==> config.mk <==
export PLATFORM = sky130hd
export DESIGN_NAME = seq_gen_tx
export DESIGN_NICKNAME = d
export VERILOG_FILES = /design/src/rtl/pkg_seq_gen.sv /design/src/rtl/seq_match_tracker.sv /design/src/rtl/seq_gen_tx.sv
export SDC_FILE = /design/constraint.sdc
export NUM_CORES = 1
export LEC_CHECK = 0
export BUFFER_PORTS_ARGS = -buffer_cell sky130_fd_sc_hd__buf_2
export CORE_MARGIN = 10
export CORE_UTILIZATION = 50
export CTS_CLUSTER_SIZE = 28
export DETAILED_ROUTE_END_ITERATION = 10
export PLACE_DENSITY_LB_ADDON = 0.12
export SYNTH_ARGS = -nofsm -noshare
export SYNTH_HDL_FRONTEND = slang
export SYNTH_HIERARCHICAL = 1
export SYNTH_SLANG_ARGS = --single-unit
==> constraint.sdc <==
create_clock -name clk -period 1.99 [get_ports clk]
set_input_delay 0.0995 -clock clk [delete_from_list [all_inputs] [get_ports clk]]
set_output_delay 0.0995 -clock clk [all_outputs]
set_load 0.03 [all_outputs]
==> src/rtl/pkg_seq_gen.sv <==
// Shared types for the serial "101" stimulus generator and its match tracker.
package pkg_seq_gen;

  typedef enum logic {G_IDLE, G_SHIFT} gen_state_t;

  typedef enum logic [1:0] {T0, T1, T2} trk_state_t;

  // Bit pattern the downstream detector looks for, oldest bit first.
  localparam logic [2:0] PATTERN = 3'b101;

endpackage

==> src/rtl/seq_match_tracker.sv <==
// Golden Mealy "101" overlapping detector; match is valid in the cycle of the completing bit.
module seq_match_tracker
  import pkg_seq_gen::*;
(
  input  logic clk,
  input  logic rst_n,
  input  logic bit_in,
  output logic match
);

  trk_state_t trk;

  always_ff @(posedge clk or negedge rst_n) begin
    if (!rst_n) begin
      trk <= T0;
    end else begin
      case (trk)
        T0:      trk <= bit_in ? T1 : T0;
        T1:      trk <= bit_in ? T1 : T2;
        T2:      trk <= bit_in ? T1 : T0;
        default: trk <= T0;
      endcase
    end
  end

  assign match = (trk == T2) && bit_in;

endmodule

==> src/rtl/seq_gen_tx.sv <==
// MSB-first serializer feeding the "101" detector, with a cycle-aligned expected-match output.
// Optional SEQ_GEN_MATCH_CNT_EN adds a saturating match_cnt output.
module seq_gen_tx
  import pkg_seq_gen::*;
#(
  parameter int unsigned WIDTH    = 8,
  parameter logic        IDLE_BIT = 1'b0
) (
  input  logic             clk,
  input  logic             rst_n,
  input  logic             in_valid,
  output logic             in_ready,
  input  logic [WIDTH-1:0] in_data,
  output logic             seq,
  output logic             seq_valid,
  output logic             busy,
  output logic             exp_match
`ifdef SEQ_GEN_MATCH_CNT_EN
  ,
  output logic [15:0]      match_cnt
`endif
);

  localparam int unsigned CNT_W = $clog2(WIDTH);

  gen_state_t       state;
  logic [WIDTH-1:0] shreg;
  logic [CNT_W-1:0] bitcnt;
  logic             last_bit;
  logic             xfer;

  assign last_bit = (bitcnt == '0);
  // Ready in idle, or on the last bit so the next word follows with no gap.
  assign in_ready = rst_n && ((state == G_IDLE) || last_bit);
  assign xfer     = in_valid && in_ready;

  always_ff @(posedge clk or negedge rst_n) begin
    if (!rst_n) begin
      state  <= G_IDLE;
      shreg  <= '0;
      bitcnt <= '0;
    end else begin
      case (state)
        G_IDLE: begin
          if (xfer) begin
            state  <= G_SHIFT;
            shreg  <= in_data;
            bitcnt <= CNT_W'(WIDTH - 1);
          end
        end
        G_SHIFT: begin
          if (last_bit) begin
            if (xfer) begin
              shreg  <= in_data;
              bitcnt <= CNT_W'(WIDTH - 1);
            end else begin
              state <= G_IDLE;
              shreg <= '0;
            end
          end else begin
            shreg  <= {shreg[WIDTH-2:0], 1'b0};
            bitcnt <= bitcnt - CNT_W'(1);
          end
        end
        default: begin
          state  <= G_IDLE;
          shreg  <= '0;
          bitcnt <= '0;
        end
      endcase
    end
  end

  assign seq       = (state == G_SHIFT) ? shreg[WIDTH-1] : IDLE_BIT;
  assign seq_valid = (state == G_SHIFT);
  assign busy      = (state == G_SHIFT);

  // Tracker sees every bit on the line, idle bits included.
  seq_match_tracker u_trk (
    .clk    (clk),
    .rst_n  (rst_n),
    .bit_in (seq),
    .match  (exp_match)
  );

`ifdef SEQ_GEN_MATCH_CNT_EN
  always_ff @(posedge clk or negedge rst_n) begin
    if (!rst_n) begin
      match_cnt <= '0;
    end else if (exp_match && (match_cnt != 16'hFFFF)) begin
      match_cnt <= match_cnt + 16'd1;
    end
  end
`endif

endmodule

==> results.md <==
* Largest net degree at the start of global routing at 13
* Slew at the pin closest to its max-slew limit at 560 ps
* Core Region at 1300 um2
* Capture point of the worst reg-to-reg path: shreg[5]$_DFFE_PN0P_
* Starting Density at 0.525
* Global route overflow at 0
* WL met1 at 607 um
* Largest cells by area after synthesis: dfrtp_1, a221o_1, and2_1, a21oi_1, ha_1
* Hold Path Depth at 2
* # resized after CTS at 0
* CP Depth at 6
* Rows at 13
* Reg power frac at 0.412
* Area of the multi-input gates at 298 um2
* Net Count, Synth at 71
* RSZ-0062 raised after global routing: false
* Cell count after synthesis at 58
* Final setup margin at 213 ps
* Fillers at 123
* Synthesis Warnings at 6
* Crit path DAT at 1680 ps
* Final min period at approximately 1800 ps
* Final setup violation count at 0
* Number of synthesized register bits at 14
* First-pass GRT wire length at roughly 2100 um
* Status: finished, final reports clean
* DRC at 0
* Post-synth top cells: dfrtp_1, and2_1, a21oi_1, a221o_1, inv_1
* Synth area leader: dfrtp_1
* CP peak stage delay at 370 ps
* Internal at 0.000730 W
* Number of library cell types mapped by synthesis at 25
* Final Hold Violating Endpoints at 0
* Reg clk slew, reported paths at about 90 ps
* Avg Synthesized Cell Area at between 10 and 15 um2
* R2r setup slk at 410 ps
* Count leader, synth: dfrtp_1
* Wirelength per Cell at 14.2 um
* Final hold slack at 45.5 ps
* Wire length on met3 at 97 um
* CTS max path bufs at 2
* Setup TNS at 0 ps
* Worst min-delay path startpoint: in_data[2]
* H-tree depth at 1
* Nature of the critical path endpoint: output pin
* Layout area overhead at 18.1%
* Worst EP required at 1890 ps
* Max_slew headroom at 0.627
* Root Driver: clkbuf_4
* Final Wtd Congestion at 0.775
* Logic pwr share at 0.414
* TritonCTS buffer count at 3
* DR vias/cell at around 5.7
* Antenna violations before repair at 0
* Layout Skew at 3.64 ps
* Hold worst-path end: shreg[2]$_DFFE_PN0P_
* R2r startpoint: bitcnt[0]$_DFF_PN0_
* Critical-path cell list: inv_1 -> ha_1 -> nand2b_4 -> and2_4 -> and2b_2 -> buf_2
* Top-area cell type share of the netlist area at 0.513
* Clock latency on the worst-skew pair at 280 ps
* Family with the most delay on the worst path: simple AND/OR/NAND/NOR gates
* Clock Sinks at 14
* Async set or reset register ratio after synthesis at 1.00
* Seq/Total Area, Yosys at 0.513
* Routed Antenna Nets at 0
* Die X at 57.0 um
* FF/Latch Area at approximately 350 um2
* R2r worst-path depth at 5
* Top_reg_cell synth: dfrtp_1
* Critical path type: register to output pin
* Leakage at approximately 0.4 nW
* IO Pins at 16
* DRT Pass-1 Iters at 5
* DR vias at 520
* Sw Pwr at 0.000442 W
* Power Density at around 1500 nW/um2
* Nature of the critical path startpoint: register
* Overall global routing resource usage at 0.0786
* CP max FO at 12
* VDD IR max at ~0.00079 V
* Top Metal Used: met4
* Final WL at 1290 um
* CTS tree: yes
* Port bufs at 15
* Clock group share of total power at 0.175
* Worst slack, placed at 418 ps
* Period utilization at 0.893
* Worst Path Buf+Inv at 2
* Overall Power at 0.00117 W
* Crit path max-delay cell type: dfrtp_1
* Setup Buffers After CTS at 0
* Diodes inserted at 0
* Number of nets in the layout at 90
* DIE AREA at 3250 um2
* Fraction of layout cells with a size suffix above 1 at 0.368
* Switching fraction of total power at 0.377
* EDFF count, synth at 0
* Die span in y at 57.0 um
* Slew Limit Fails at 0
* DRT iter0 DRCs at 7
* # Max-Cap Violations at 0
* DR WL met2 at 561 um
* Cell area after synthesis at 683 um2
* Peak Freq at roughly 560 MHz
* Vias in the first global route at 467
* HP Class: input pin to register
[flip-flops by register name (all words and copies together), names as in the netlist]
name / count
shreg: 8
bitcnt: 3
u_trk/trk: 2
busy: 1
[timing repair]
item	4_1_cts	5_1_grt
endpoints found under the hold margin	14	0
endpoints found under the setup margin	0	0
hold buffers	1	0
[cells by family after synthesis]
group / Yosys count / synth area share
and+or+nand+nor: 18 / 0.189
DFF: 14 / 0.513
adders and majority gates: 2 / 0.0366
AOI/OAI and AO/OA: 18 / 0.211
buffers and inverters: 6 / 0.0513
[layout by cell type, fill, tap and decap left out, types with 2 or more instances in the layout]
master     n
and2_1     8
buf_2     15
a221oi_1   2
inv_1      3
dfrtp_1   14
ha_1       2
clkbuf_4   3
a221o_2    2
a221o_1    5
a21oi_1    5
[stage by stage]
stage           util  area [um2]  cells
3_3_place_gp   0.585         761     86
4_1_cts        0.620         807     91
5_1_grt        0.620         807     91
3_5_place_dp   0.585         761     86
6_report       0.620         807     91
2_1_floorplan      -         683     58
[layout make-up]
type                            count  share of cell area
Sequential cell                    14               0.434
Tap cell                           15              0.0233
Multi-Input combinational cell     38               0.369
Inverter                            3              0.0140
Clock buffer                        4              0.0450
Timing Repair Buffer               17               0.115
[worst max-delay path by stage]
stage                             start              endpoint  slack, ps
CTS                 bitcnt[0]$_DFF_PN0_              in_ready        210
detailed placement  bitcnt[0]$_DFF_PN0_  shreg[5]$_DFFE_PN0P_        420
global route        bitcnt[0]$_DFF_PN0_              in_ready        130
floorplan                busy$_DFF_PN0_             exp_match        470
global placement    bitcnt[0]$_DFF_PN0_  shreg[5]$_DFFE_PN0P_        480
finish              bitcnt[0]$_DFF_PN0_              in_ready        210
[power by group through the flow]
stage / Clock [W] / Sequential (W) / Combinational, W
after floorplan: 0 / 0.000471 / 0.000428
after global placement: 0 / 0.000490 / 0.000485
after detailed placement: 0 / 0.000484 / 0.000496
after CTS: 0.000206 / 0.000481 / 0.000496
after global routing: 0.000218 / 0.000495 / 0.000543
final: 0.000205 / 0.000482 / 0.000485
[layer usage]
| metal | global-route usage | vias to the layer above |
|---|---|---|
| met5 | 0 | - |
| met4 | 0.0403 | 0 |
| met3 | 0.0442 | 4 |
| met2 | 0.107 | 18 |
| met1 | 0.0959 | 247 |
| li1 | - | 251 |
Note: power is estimated with default switching activity, not from simulation.
